===== config.mk =====
export PLATFORM = sky130hd
export DESIGN_NAME = tow_scoreboard_flat
export DESIGN_NICKNAME = d
export VERILOG_FILES = /design/src/rtl/tow_pkg.sv /design/src/rtl/tow_scoreboard_if.sv /design/src/rtl/seg7_decoder.sv /design/src/rtl/tow_scoreboard.sv /design/src/flat_wrapper.sv
export SDC_FILE = /design/constraint.sdc
export NUM_CORES = 1
export LEC_CHECK = 0
export ABC_AREA = 1
export BUFFER_PORTS_ARGS = -buffer_cell sky130_fd_sc_hd__buf_2
export CORE_AREA = 5 5 55 57
export DETAILED_ROUTE_END_ITERATION = 6
export DIE_AREA = 0 0 60 62
export PLACE_DENSITY = 0.81
export SYNTH_ARGS = -nofsm -noshare
export SYNTH_HDL_FRONTEND = slang
export SYNTH_HIERARCHICAL = 1
export SYNTH_SLANG_ARGS = --single-unit

===== constraint.sdc =====
create_clock -name clk -period 4.5 [get_ports clk]
set_input_delay 0.9 -clock clk [delete_from_list [all_inputs] [get_ports clk]]
set_output_delay 0.9 -clock clk [all_outputs]
set_load 0.05 [all_outputs]

===== src/rtl/tow_pkg.sv =====
// Shared types and constants for the tug-of-war scoreboard.
//   tow_state_e : match-progress states used by tow_scoreboard
//   SEG_*       : active-low seven-segment patterns, bit order {g,f,e,d,c,b,a}
package tow_pkg;

  typedef enum logic [1:0] {
    PLAY    = 2'd0,
    HOLD    = 2'd1,
    RESTART = 2'd2,
    DONE    = 2'd3
  } tow_state_e;

  localparam logic [6:0] SEG_0     = 7'b1000000;
  localparam logic [6:0] SEG_1     = 7'b1111001;
  localparam logic [6:0] SEG_2     = 7'b0100100;
  localparam logic [6:0] SEG_3     = 7'b0110000;
  localparam logic [6:0] SEG_4     = 7'b0011001;
  localparam logic [6:0] SEG_5     = 7'b0010010;
  localparam logic [6:0] SEG_6     = 7'b0000010;
  localparam logic [6:0] SEG_7     = 7'b1111000;
  localparam logic [6:0] SEG_8     = 7'b0000000;
  localparam logic [6:0] SEG_9     = 7'b0010000;
  localparam logic [6:0] SEG_BLANK = 7'b1111111;

endpackage


===== src/rtl/tow_scoreboard_if.sv =====
// Win interface between the playfield (two tow_score instances) and the
// scoreboard, plus the scoreboard's display/status outputs.
//   win1, win2   : per-player win levels, held until the playfield restarts
//   round_reset  : one-cycle restart pulse back to the playfield
//   game_over    : match decided
//   hex_p1/hex_p2: active-low score digits (HEX5 / HEX0)
// master = playfield side, slave = scoreboard side.
interface tow_scoreboard_if;

  logic       win1;
  logic       win2;
  logic       round_reset;
  logic       game_over;
  logic [6:0] hex_p1;
  logic [6:0] hex_p2;

  modport master (
    output win1, win2,
    input  round_reset, game_over, hex_p1, hex_p2
  );

  modport slave (
    input  win1, win2,
    output round_reset, game_over, hex_p1, hex_p2
  );

endinterface


===== src/rtl/seg7_decoder.sv =====
// Combinational 4-bit to active-low seven-segment decoder.
//   digit : value to show; 0-9 decoded, anything else blanks the display
//   seg   : active-low segments {g,f,e,d,c,b,a}
module seg7_decoder
  import tow_pkg::*;
(
  input  logic [3:0] digit,
  output logic [6:0] seg
);

  always_comb begin
    seg = SEG_BLANK;
    case (digit)
      4'd0:    seg = SEG_0;
      4'd1:    seg = SEG_1;
      4'd2:    seg = SEG_2;
      4'd3:    seg = SEG_3;
      4'd4:    seg = SEG_4;
      4'd5:    seg = SEG_5;
      4'd6:    seg = SEG_6;
      4'd7:    seg = SEG_7;
      4'd8:    seg = SEG_8;
      4'd9:    seg = SEG_9;
      default: seg = SEG_BLANK;
    endcase
  end

endmodule


===== src/rtl/tow_scoreboard.sv =====
// Tug-of-war round/match scoreboard.
//   clk   : game clock
//   reset : asynchronous, active-high
//   bus   : slave side of tow_scoreboard_if (win levels in; round_reset,
//           game_over and the two score digits out)
// Counts rounds on the rising edge of each player's win level, shows the
// finished round for HOLD_CYCLES cycles, then pulses round_reset for one
// cycle. Reaching MAX_WINS ends the match; only reset leaves that state.
//
// state   | meaning
// PLAY    | round in progress, waiting for a win edge
// HOLD    | round finished, result on display, timer counting down
// RESTART | round_reset high for this single cycle
// DONE    | match decided, scores frozen, game_over high
module tow_scoreboard
  import tow_pkg::*;
#(
  parameter int MAX_WINS    = 7,
  parameter int HOLD_CYCLES = 16,
  parameter int CNT_W       = 5
) (
  input  logic             clk,
  input  logic             reset,
  tow_scoreboard_if.slave  bus
);

  localparam logic [3:0]       MAX_W4    = 4'(MAX_WINS);
  localparam logic [CNT_W-1:0] HOLD_LOAD = CNT_W'(HOLD_CYCLES - 1);

  tow_state_e       state, state_nxt;
  logic [CNT_W-1:0] timer, timer_nxt;
  logic [3:0]       score1, score1_nxt;
  logic [3:0]       score2, score2_nxt;
  logic             win1_q, win2_q;
  logic             rise1, rise2;

  // Edge registers run in every state so a level held through HOLD/RESTART
  // is already "seen" when PLAY resumes and cannot score twice.
  assign rise1 = bus.win1 & ~win1_q;
  assign rise2 = bus.win2 & ~win2_q;

  always_ff @(posedge clk or posedge reset) begin
    if (reset) begin
      state  <= PLAY;
      timer  <= '0;
      score1 <= '0;
      score2 <= '0;
      win1_q <= 1'b0;
      win2_q <= 1'b0;
    end else begin
      state  <= state_nxt;
      timer  <= timer_nxt;
      score1 <= score1_nxt;
      score2 <= score2_nxt;
      win1_q <= bus.win1;
      win2_q <= bus.win2;
    end
  end

  always_comb begin
    state_nxt  = state;
    timer_nxt  = timer;
    score1_nxt = score1;
    score2_nxt = score2;
    case (state)
      PLAY: begin
        if (rise1 && rise2) begin
          // Simultaneous wins are a drawn round: no point, normal hold.
          state_nxt = HOLD;
          timer_nxt = HOLD_LOAD;
        end else if (rise1) begin
          score1_nxt = (score1 < MAX_W4) ? score1 + 4'd1 : score1;
          if (score1_nxt == MAX_W4) begin
            state_nxt = DONE;
          end else begin
            state_nxt = HOLD;
            timer_nxt = HOLD_LOAD;
          end
        end else if (rise2) begin
          score2_nxt = (score2 < MAX_W4) ? score2 + 4'd1 : score2;
          if (score2_nxt == MAX_W4) begin
            state_nxt = DONE;
          end else begin
            state_nxt = HOLD;
            timer_nxt = HOLD_LOAD;
          end
        end
      end
      HOLD: begin
        if (timer == '0) begin
          state_nxt = RESTART;
        end else begin
          timer_nxt = timer - 1'b1;
        end
      end
      RESTART: state_nxt = PLAY;
      DONE:    state_nxt = DONE;
      default: state_nxt = PLAY;
    endcase
  end

  assign bus.round_reset = (state == RESTART);
  assign bus.game_over   = (state == DONE);

  seg7_decoder u_hex_p1 (
    .digit (score1),
    .seg   (bus.hex_p1)
  );

  seg7_decoder u_hex_p2 (
    .digit (score2),
    .seg   (bus.hex_p2)
  );

endmodule


===== src/flat_wrapper.sv =====
// flat-port wrapper written by rule: the top's interface ports become plain ports
module tow_scoreboard_flat import tow_pkg::*;
#(
  parameter int MAX_WINS    = 7,
  parameter int HOLD_CYCLES = 16,
  parameter int CNT_W       = 5
)
  (clk, reset, bus_win1, bus_win2, bus_round_reset, bus_game_over, bus_hex_p1, bus_hex_p2);
  tow_scoreboard_if bus_i ();
  input  logic clk;
  input  logic reset;
  input wire logic [$bits(bus_i.win1)-1:0] bus_win1;
  input wire logic [$bits(bus_i.win2)-1:0] bus_win2;
  output wire logic [$bits(bus_i.round_reset)-1:0] bus_round_reset;
  output wire logic [$bits(bus_i.game_over)-1:0] bus_game_over;
  output wire logic [$bits(bus_i.hex_p1)-1:0] bus_hex_p1;
  output wire logic [$bits(bus_i.hex_p2)-1:0] bus_hex_p2;
  assign bus_i.win1 = bus_win1;
  assign bus_i.win2 = bus_win2;
  assign bus_round_reset = bus_i.round_reset;
  assign bus_game_over = bus_i.game_over;
  assign bus_hex_p1 = bus_i.hex_p1;
  assign bus_hex_p2 = bus_i.hex_p2;
  tow_scoreboard #(.MAX_WINS(MAX_WINS), .HOLD_CYCLES(HOLD_CYCLES), .CNT_W(CNT_W)) u_core (.clk(clk), .reset(reset), .bus(bus_i));
endmodule

After elaboration in Yosys (flattened, before gate mapping)
Memory sizes are Yosys's and may differ from the RTL's.
Index checks and enable logic that the tools add are counted.
Storage, ports and cells
  output and inout port bits: 16
  bits in read-only memories: 224
  memories kept: 2
  register bits after elaboration: 17
Memories
  (no name shown): depth 16, width 7, rd ports 1, clocked after memory_dff 0, wr ports 0, line seg7_decoder.sv:13  | case (digit)
  (no name shown): depth 16, width 7, rd ports 1, clocked after memory_dff 0, wr ports 0, line seg7_decoder.sv:13
Cells by class
  add/subtract/negate cells: 3
  reductions and logical operators: 8
  mux-type cells: 16
  magnitude comparators: 2
  equal/unequal tests: 10
  bitwise logic cells: 6
Operator list (number)
  $mux 5: 6
  $mux 2: 6
  $pmux 5 s2: 1
  $add 4x1->4 const B: 2
  $eq 4x3->1 const B: 2
  $lt 4x3->1 const B: 2
  $mux 4: 2
  $pmux 2 s4: 1
  $logic_not 5->1: 1
  $reduce_and 5->1: 1
  $sub 5x1->5 const B: 1
  $eq 2x2->1 const B: 2
  $ne 4x1->1 const B: 1
  $ne 4x2->1 const B: 1
  $ne 4x4->1 const B: 1
  $not 1->1: 4
  $reduce_and 4->1: 1
  $reduce_and 3->1: 1
  $and 1x1->1: 2
  $eq 2x1->1 const B: 1
  $logic_not 2->1: 1
  $ne 2x1->1 const B: 1
  $ne 2x2->1 const B: 1
  $reduce_and 2->1: 1
  other kinds (2): 2

Depth between registers and ports, before layout
Gate-level depths: netlist of run 1.
  depth in word-level cells: 8
  gate-level depth with buffers: 11
  gate-level depth less buffers: 11

Cells and area by module
Netlist of run 1, hierarchy kept.
Modules (own cells, without submodules)
  tow_scoreboard: cells an instance 135, times used 1, seq. area each 425.4 sq um, area an instance 1064.8 sq um
  seg7_decoder: cells an instance 35, times used 2, seq. area each 0.0 sq um, area an instance 187.7 sq um

Worst setup path before layout of run 1
OpenSTA, ideal clock, no wires.
  kind: reg2out
  start: register u_core.score1[1]
  end: output bus_hex_p1[3]
  slack: 2.282 ns
  arrival: 1.318 ns
  path buffers: 0
  cell stages (with the launch flop): 6
  cells stage by stage: dfrtp_1 > inv_1 > ha_1 > nand2_1 > nand3_1 > nand2_1
Between the ends
  longest elaborated chain between the ends: 1
RTL lines
  start: declaration: line tow_scoreboard.sv:32  | logic [3:0] score1, score1_nxt;
  start signal: assignment: line tow_scoreboard.sv:53  | score1 <= score1_nxt;
  $mem_v2 16x7
  end: declaration: line flat_wrapper.sv:16  | output wire logic [$bits(bus_i.hex_p1)-1:0] bus_hex_p1;
Every way passes these cells.

Worst setup path after layout of run 1
Same ends and word-level chain as after synthesis.

==> results.md, run 1 <==
* Area share of the largest cell type after synthesis at 0.295
* Critical path required time at 3.60 ns
* Post-synth ARST share at 1.00
* Minimum clock period at 2.59 ns
* Unrepaired setup endpoints after global routing: false
* Core footprint at 0.00243 mm²
* Leakage power at 0.943 nW
* Die area at 0.00372 mm²
* Post-Syn Instances at 205
* First-pass GRT wire length at 4490 µm
* Worst vdd ir at 0.460 mV
* Period utilisation layout at 0.575
* Initial antenna violation count at 0
* Area delta synth->final at 10.5%
* R2R Setup Slk at 2.88 ns
* Sink Count at 17
* Max Freq at 386 MHz
* Largest net degree at the start of global routing at 18
* Hpwl dp at 1980 µm
* Setup_tns at 0 ns
* CP max FO at 9
* Critical R2R Launch: u_core/state[1]
* Top-count cell post-synth: nand2_1
* Residual overflow from global routing at 0
* Post-CTS sizing at 0
* Reg2reg end: u_core/timer[1]
* Largest area contributor in the netlist: dfrtp_1
* Worst path arrival time at 1.69 ns
* ANT cells at 0
* Clock latency on the worst-skew pair at 0.29 ns
* Yosys warning count at 6
* Final WL at 2530 µm
* Post-synth EDFFs at 0
* DR vias/cell at 4.90
* Hold Path Origin: u_core/timer[0]
* Critical path startpoint: u_core/score1[1]
* Via count at 1259
* Number of max-cap violations at 0
* FF+latch count, synth at 17
* Footprint of the multi-input gates at 893 µm²
* Status: finished, final reports clean
* Hold buffers post-CTS at 0
* DIE HEIGHT at 62 µm
* Gr usage total at 0.158
* Pre-Repair DR Iteration Count at 6
* # rows at 18
* Reg2reg path depth at 8
* Setup Viol. Count Final at 0
* Synth Net Count at 227
* Worst-path clk slew at 0.09 ns
* Hold path depth at 2
* Yosys cell types at 26
* Slew headroom at 0.574
* CTS H-tree lvls at 1
* Final hold vios at 0
* Main synth FF type: dfrtp_1
* CTS tree: built
* Initial core utilization at 0.592
* DRC errors left at 0
* Clock Tree Buf Depth at 2
* Post-route cell area at 0.00159 mm²
* Syn Area/Cell at 7.03 µm²
* DIE WIDTH at 60 µm
* Wire per inst at 9.85 µm
* Post-synth top cells: nand2_1 (76), inv_1 (26), ha_1 (18), nand3_1 (18), dfrtp_1 (17)
* Area after DPL at 0.00157 mm²
* Post-DRT Antenna Nets at 0
* Register area at 425 µm²
* Critical path capture point type: primary output
* Critical path class: reg2out
* Ports at 20
* # nets final at 250
* Power per cell area at 372 mW/mm²
* PortBufs at 19
* Root buffer cell: clkbuf_4
* Slew Viols, Final at 0
* Fillers at 234
* Post-Syn Area at 0.00144 mm²
* HP Class: reg2reg
* Hold Path End: u_core/timer[0]
* Worst Clk Skew at 0.00524 ns
* Layout cell share with drive strength beyond 1 at 0.163
* CP Launch Type: flip-flop
* Drt first-iter violations at 45
* Post-CTS setup buffers at 0
* Slew at the pin with the worst max-slew slack at 0.638 ns
* Area contributors post-synth: dfrtp_1 (30%), nand2_1 (20%), ha_1 (16%)
* CTS buffer count at 3
* Sequential share of the synthesized area at 0.295
* GPL Wtd Cong at 0.832
* Vias in the first global route at 1111
[report_power, final]
group	internal, W	switching, W
clock network	0.0000345	0.0000456
logic	0.000106	0.000192
registers	0.000186	0.0000277
total	0.000327	0.000265
[critical path: stages, from the launching register on]
cell and delay [ns]:
dfrtp_1 0.51, inv_1 0.13, ha_1 0.29, nand2_1 0.08, nand3_1 0.08, nand2_1 0.06, buf_2 0.25
[routing by layer]
metal	part of all wire	GRT usage
met5	0	0
met3	0.047	0.0207
met1	0.47	0.195
met4	0.018	0.0759
met2	0.46	0.273
[how the worst max path moves through the flow]
stage                          to  slack (ns)  cells after the start
floorplan           bus_hex_p1[3]        2.28                      5
global placement    bus_hex_p2[3]        2.25                      6
detailed placement  bus_hex_p2[3]        2.22                      6
CTS                 bus_hex_p1[3]        1.89                      6
global route        bus_hex_p2[3]        1.75                      6
finish              bus_hex_p1[3]        1.91                      6
[flip-flops by register name, indices dropped and copies added, names as in the netlist]
name,cells
u_core/timer,5
u_core/win2_q,1
u_core/score1,4
u_core/state,2
u_core/win1_q,1
u_core/score2,4
[logic make-up after synthesis]
| group | share of synthesized area |
|---|---|
| AND/OR/NAND/NOR | 0.388 |
| buffers and inverters | 0.0843 |
| adder cells (fa/ha/maj) | 0.156 |
| flip-flops | 0.295 |
| AO/OA/AOI/OAI | 0.0678 |
| multiplexers | 0.00782 |
[final cells by class]
| class | count | share of cell area |
|---|---|---|
| Clock buffer | 4 | 0.0165 |
| Multi-Input combinational cell | 157 | 0.561 |
| Timing Repair Buffer | 19 | 0.0597 |
| Sequential cell | 17 | 0.267 |
| Tap cell | 30 | 0.0236 |
| Inverter | 30 | 0.0715 |
[placed cells by master (no fill, tap or decap), types with 2 or more instances in the layout]
master	Yosys	layout
nand2_1	76	76
nand4_1	6	6
nand2_2	3	3
dfrtp_1	17	17
buf_2	0	19
nand3b_1	2	2
inv_1	26	26
o21ai_0	8	8
clkbuf_4	0	3
nor2_1	10	10
nand3_4	2	2
nand3_1	18	18
o31ai_1	2	2
o21ai_2	2	2
ha_1	18	18
o21bai_1	2	2
inv_2	2	2
[per-stage QoR]
stage          worst slack (ns)  std cells  total power (W)   util  hold WS, ns
2_1_floorplan              2.28        205         0.000468      -        0.463
3_3_place_gp               2.25        253         0.000509  0.644        0.484
3_5_place_dp               2.22        253         0.000517  0.644        0.486
4_1_cts                    1.89        257         0.000599  0.654        0.510
5_1_grt                    1.75        257         0.000656  0.654        0.562
6_report                   1.91        257         0.000591  0.654        0.510
Note: power is estimated with default switching activity, not from simulation.
==> inputs of run 2 (changes only) <==
CORE_AREA = 5 5 57 59   (was 5 5 55 57)
DIE_AREA = 0 0 62 64   (was 0 0 60 62)
PLACE_DENSITY = 0.76   (was 0.81)
clock period = 2.4 ns   (was 4.5 ns; I/O delays follow)
==> run 2 against run 1 <==
  * Worst hold slack worse by 0.24 ns
  * Sequential share of layout area about the same
  * Highest routed layer unchanged
  * Critical path type unchanged
  * Die area grew 6.7%
  * Wire length grew 3.4%
  * Combinational power rose by 88%
  * Critical path depth stayed put
==> results.md, run 2 (synthesis results as in run 1) <==
* Setup_tns at 0 ns
* Initial antenna violation count at 0
* Root buffer cell: clkbuf_4
* Area delta synth->final at 10.6%
* Hold buffers post-CTS at 0
* Largest net degree at the start of global routing at 18
* CP delay by family, top: flip-flops
* Period utilisation layout at 0.906
* Most frequent cells in the layout: nand2_1 (76), inv_1 (26), buf_2 (19)
* Crit path buf inv count at 2
* Unrepaired setup endpoints after global routing: false
* Worst-path clk slew at 0.10 ns
* Hpwl dp at 2010 µm
* CTS buffer count at 3
* DRC errors left at 0
* CP Cell Sequence: inv_1 > ha_1 > nand2_1 > nand3_1 > nand2_1 > buf_2
* Post-DRT Antenna Nets at 0
* Worst Clk Skew at 0.00245 ns
* CP max FO at 9
* # nets final at 250
* Critical Path Most Common Cell: nand2_1
* Initial core utilization at 0.541
* DIE HEIGHT at 64 µm
* Gr usage total at 0.151
* Post-route cell area at 0.00159 mm²
* Biggest regs: u_core/timer: 5 flops, u_core/score1: 4 flops, u_core/score2: 4 flops
* Residual overflow from global routing at 0
* Critical path class: reg2out
* Critical path capture point type: primary output
* Sink Count at 17
* Worst path arrival time at 1.69 ns
* Post-CTS setup buffers at 0
* CTS tree: built
* Tot Pwr at 0.00111 W
* # rows at 19
* Final hold vios at 0
* Largest reg by FF count: u_core/timer
* Comb pwr share at 0.505
* Minimum clock period at 2.17 ns
* Clock Tree Buf Depth at 2
* DIE WIDTH at 62 µm
* Internal power at 0.000613 W
* First-pass GRT wire length at 4710 µm
* Leakage power at 0.943 nW
* Core footprint at 0.00266 mm²
* Placed cell count at 254
* Status: finished, final reports clean
* DR vias/cell at 4.92
* Critical path required time at 1.92 ns
* Clock power frac at 0.136
* CTS H-tree lvls at 1
* Clock latency on the worst-skew pair at 0.28 ns
* Wire per inst at 10.1 µm
* Worst vdd ir at 0.652 mV
* Part of the power in registers at 0.359
* ANT cells at 0
* Post-CTS sizing at 0
* Largest register FFs at 5
* HP Class: in2async
* PortBufs at 19
* Worst stage delay on the critical path at 0.52 ns
* Final WL at 2620 µm
* Slew Viols, Final at 0
* Layout cell share with drive strength beyond 1 at 0.163
* CP Launch Type: flip-flop
* Count of non-filler cells in the finished layout at 258
* Power per cell area at 695 mW/mm²
* Slew at the pin with the worst max-slew slack at 0.657 ns
* Commonest non-fill, non-tap cell in the layout: nand2_1
* WHS at 0.270 ns
* Slew headroom at 0.562
* Die area at 0.00397 mm²
* Area after DPL at 0.00157 mm²
* Number of max-cap violations at 0
* Via count at 1269
* Max Freq at 460 MHz
* Footprint of the multi-input gates at 893 µm²
* Ports at 20
* Pre-Repair DR Iteration Count at 4
* Slowest cell on the critical path: dfrtp_1
* Sw frac at 0.446
* Net Switching at 0.000494 W
* Drt first-iter violations at 51
* Vias in the first global route at 1127
* Register area at 425 µm²
* Fillers at 268
* GPL Wtd Cong at 0.800
* Setup Viol. Count Final at 0
## run 2: cell counts in the layout (fill, tap and decap cells not counted)
No cell type changed its count.
## run 2: stage by stage
step,setup slack [ns],utilization
after floorplan,0.602,-
after CTS,0.202,0.598
final,0.225,0.598
after detailed placement,0.534,0.588
after global placement,0.579,0.588
after global routing,0.0615,0.598
## run 2: metal layers
layer | vias to the layer above | track usage | part of all wire
met4 | 0 | 0.0557 | 0.0069
met3 | 2 | 0.0181 | 0.058
met2 | 24 | 0.236 | 0.45
li1 | 699 | - | -
met1 | 544 | 0.209 | 0.48
met5 | - | 0 | 0
## run 2: path summary, 6_finish.rpt
check | startpoint | depth (start not counted) | slack, ns | to
max | u_core/score1[1] | 6 | 0.23 | bus_hex_p1[3]
min | reset | 2 | 0.27 | u_core/score1[3]
max reg2reg | u_core/score1[1] | 10 | 0.73 | u_core/timer[0]
min reg2reg | u_core/timer[1] | 2 | 0.51 | u_core/timer[1]
max in group asynchronous | reset | 2 | 1.71 | u_core/score2[1]
min in group clk | bus_win1 | 1 | 0.32 | u_core/win1_q
## run 2: worst reg2reg max path, cell delays in order, from the launching register on
cell and delay [ns]:
dfrtp_1 0.52, ha_1 0.28, nand2_2 0.08, nand2_1 0.10, nand2_1 0.05, nand2_1 0.08, nor2_2 0.04, nand2_2 0.16
nand3_4 0.12, nand2_1 0.08, nand2_1 0.05
## run 2: power groups by stage
stage	clock network, W	registers, W	logic [W]
finish	0.000151	0.000397	0.000559
global route	0.000175	0.000410	0.000646
CTS	0.000161	0.000398	0.000567
detailed placement	0	0.000402	0.000566
global placement	0	0.000403	0.000555
floorplan	0	0.000392	0.000486
## run 2: layout make-up
cell class	instances	area share
multi-input combinational	157	0.561
clock buffer	4	0.0165
timing repair buffer	19	0.0597
tap	31	0.0244
inverter	30	0.0715
sequential	17	0.267
==> inputs of run 3 (changes only) <==
CORE_AREA = 5 5 60 62   (was 5 5 57 59)
DIE_AREA = 0 0 65 67   (was 0 0 62 64)
PLACE_DENSITY = 0.72   (was 0.76)
clock period = 2 ns   (was 2.4 ns; I/O delays follow)
==> run 3 against run 2 <==
  * Global-route usage down 1.0 points
  * Final area up 5.9%
  * Worst hold slack worse by 0.097 ns
  * Combinational power up 21%
  * Sequential power up 20%
  * Flip-flop and latch count unchanged
  * Clock-buffer cell count down 1
  * Total power up 21%
  * Non-clock buffer count up 7
  * Critical endpoint is now bus_hex_p2[5]
  * Largest cell class unchanged
==> results.md, run 3 (synthesis results as in run 1) <==
* Status: finished, final reports clean
* Top routing layer used: met4
* Post-DRT Antenna Nets at 0
* Area delta synth->final at 17.1%
* Core footprint at 0.00298 mm²
* Gr usage total at 0.141
* Max Freq at 525 MHz
* Minimum clock period at 1.91 ns
* Root buffer cell: clkbuf_4
* DIE WIDTH at 65 µm
* Die area at 0.00436 mm²
* Via count at 1322
* Vias in the first global route at 1198
* Slew Viols, Final at 0
* First-pass GRT wire length at 4880 µm
* Wire per inst at 10.3 µm
* DR vias/cell at 4.95
* Initial antenna violation count at 0
* Commonest non-fill, non-tap cell in the layout: nand2_1
* Layout cell share with drive strength beyond 1 at 0.222
* CP max FO at 6
* Number of max-cap violations at 0
* Period utilisation layout at 0.953
* Reg2reg end: u_core/timer[2]
* R2R Setup Slk at 0.34 ns
* Hpwl dp at 2010 µm
* Critical path capture point type: primary output
* Setup_tns at 0 ns
* Ports at 20
* CP Launch Type: flip-flop
* Worst path arrival time at 1.51 ns
* # nets final at 257
* Worst-path clk slew at 0.11 ns
* Register area at 430 µm²
* Final WL at 2740 µm
* Metal-1 WL at 1290 µm
* DIE HEIGHT at 67 µm
* CTS H-tree lvls at 1
* Hold buffers post-CTS at 0
* Critical path class: reg2out
* Footprint of the multi-input gates at 893 µm²
* Initial core utilization at 0.484
* Worst vdd ir at 0.750 mV
* DRC errors left at 0
* Slew at the pin with the worst max-slew slack at 0.670 ns
* Met2 wire len at 1310 µm
* Worst slack, placed at 0.206 ns
* Residual overflow from global routing at 0
* Fillers at 274
* Final hold vios at 0
* Tot Pwr at 0.00134 W
* HP Class: in2async
* Area after DPL at 0.00158 mm²
* Drt first-iter violations at 52
* Power per cell area at 795 mW/mm²
* Biggest regs: u_core/timer: 5 flops, u_core/score1: 4 flops, u_core/score2: 4 flops
* Post-route cell area at 0.00169 mm²
* Critical R2R Launch: u_core/score2[0]
* ANT cells at 0
* PortBufs at 19
* # rows at 20
* Clock Tree Buf Depth at 2
* Slew headroom at 0.553
* Sink Count at 17
* Worst Clk Skew at 0.0132 ns
* Pre-Repair DR Iteration Count at 4
* Setup ws final at 0.0944 ns
* Leakage power at 0.979 nW
* GPL Wtd Cong at 0.737
* Largest register FFs at 5
* WHS at 0.173 ns
* Setup Viol. Count Final at 0
* Critical Path Sink: bus_hex_p2[5]
* Total length of routed met3 wires at 102 µm
* Critical path startpoint: u_core/score2[1]
* Clock latency on the worst-skew pair at 0.30 ns
* CTS tree: built
* Critical path required time at 1.60 ns
* CTS buffer count at 3
* Reg2reg path depth at 11
* Most frequent cells in the layout: nand2_1 (76), inv_1 (23), nand3_1 (18), ha_1 (18), dfrtp_1 (13)
* Largest reg by FF count: u_core/timer
* Largest net degree at the start of global routing at 18
run 3: cell types whose count changed in the layout (fill, tap and decap cells not counted), sizes merged:
cell    previous run  this run
clkbuf             4         5
buf               19        24
clkinv             2         3
run 3: worst max-delay path: stages (launching register included):
cell and delay [ns]:
dfrtp_2 0.46, buf_4 0.15, ha_1 0.16, nand2_1 0.07, o21ai_0 0.08, nand2_1 0.07, nand2_1 0.06, buf_6 0.16
run 3: where the power goes:
part / switching (W) / leakage, nW / internal (W)
Sequential: 0.0000580 / 0.201 / 0.000418
Clock: 0.000117 / 0.0177 / 0.0000746
Combinational: 0.000433 / 0.760 / 0.000241
Total: 0.000609 / 0.979 / 0.000733
run 3: final cells by class:
type | count | area share
Multi-Input combinational cell | 157 | 0.530
Tap cell | 33 | 0.0245
Clock buffer | 3 | 0.0134
Inverter | 30 | 0.0675
Sequential cell | 17 | 0.255
Clock inverter | 1 | 0.00297
Timing Repair Buffer | 26 | 0.107
run 3: what timing repair did:
item                                    4_1_cts  5_1_grt
pin swaps                                     0        1
gates resized for setup                       6       15
endpoints found under the setup margin        8       10
setup buffers                                 0        6
run 3: stage by stage:
stage | utilization | cells
finish | 0.566 | 267
global route | 0.566 | 267
CTS | 0.542 | 261
detailed placement | 0.529 | 257
global placement | 0.529 | 257
floorplan | - | 205
run 3: per-layer routing:
| metal | vias to the layer above | global-route usage |
|---|---|---|
| met5 | - | 0 |
| met4 | 0 | 0.0554 |
| met3 | 4 | 0.0152 |
| met2 | 28 | 0.261 |
| met1 | 577 | 0.165 |
| li1 | 713 | - |
run 3: worst min path at each step:
stage / slack, ns / from / endpoint
floorplan: 0.33 / reset / u_core/score1[0]
global placement: 0.48 / u_core/timer[0] / u_core/timer[0]
detailed placement: 0.49 / u_core/timer[0] / u_core/timer[0]
CTS: 0.19 / reset / u_core/score1[2]
global route: 0.22 / bus_win1 / u_core/win1_q
finish: 0.17 / reset / u_core/timer[4]
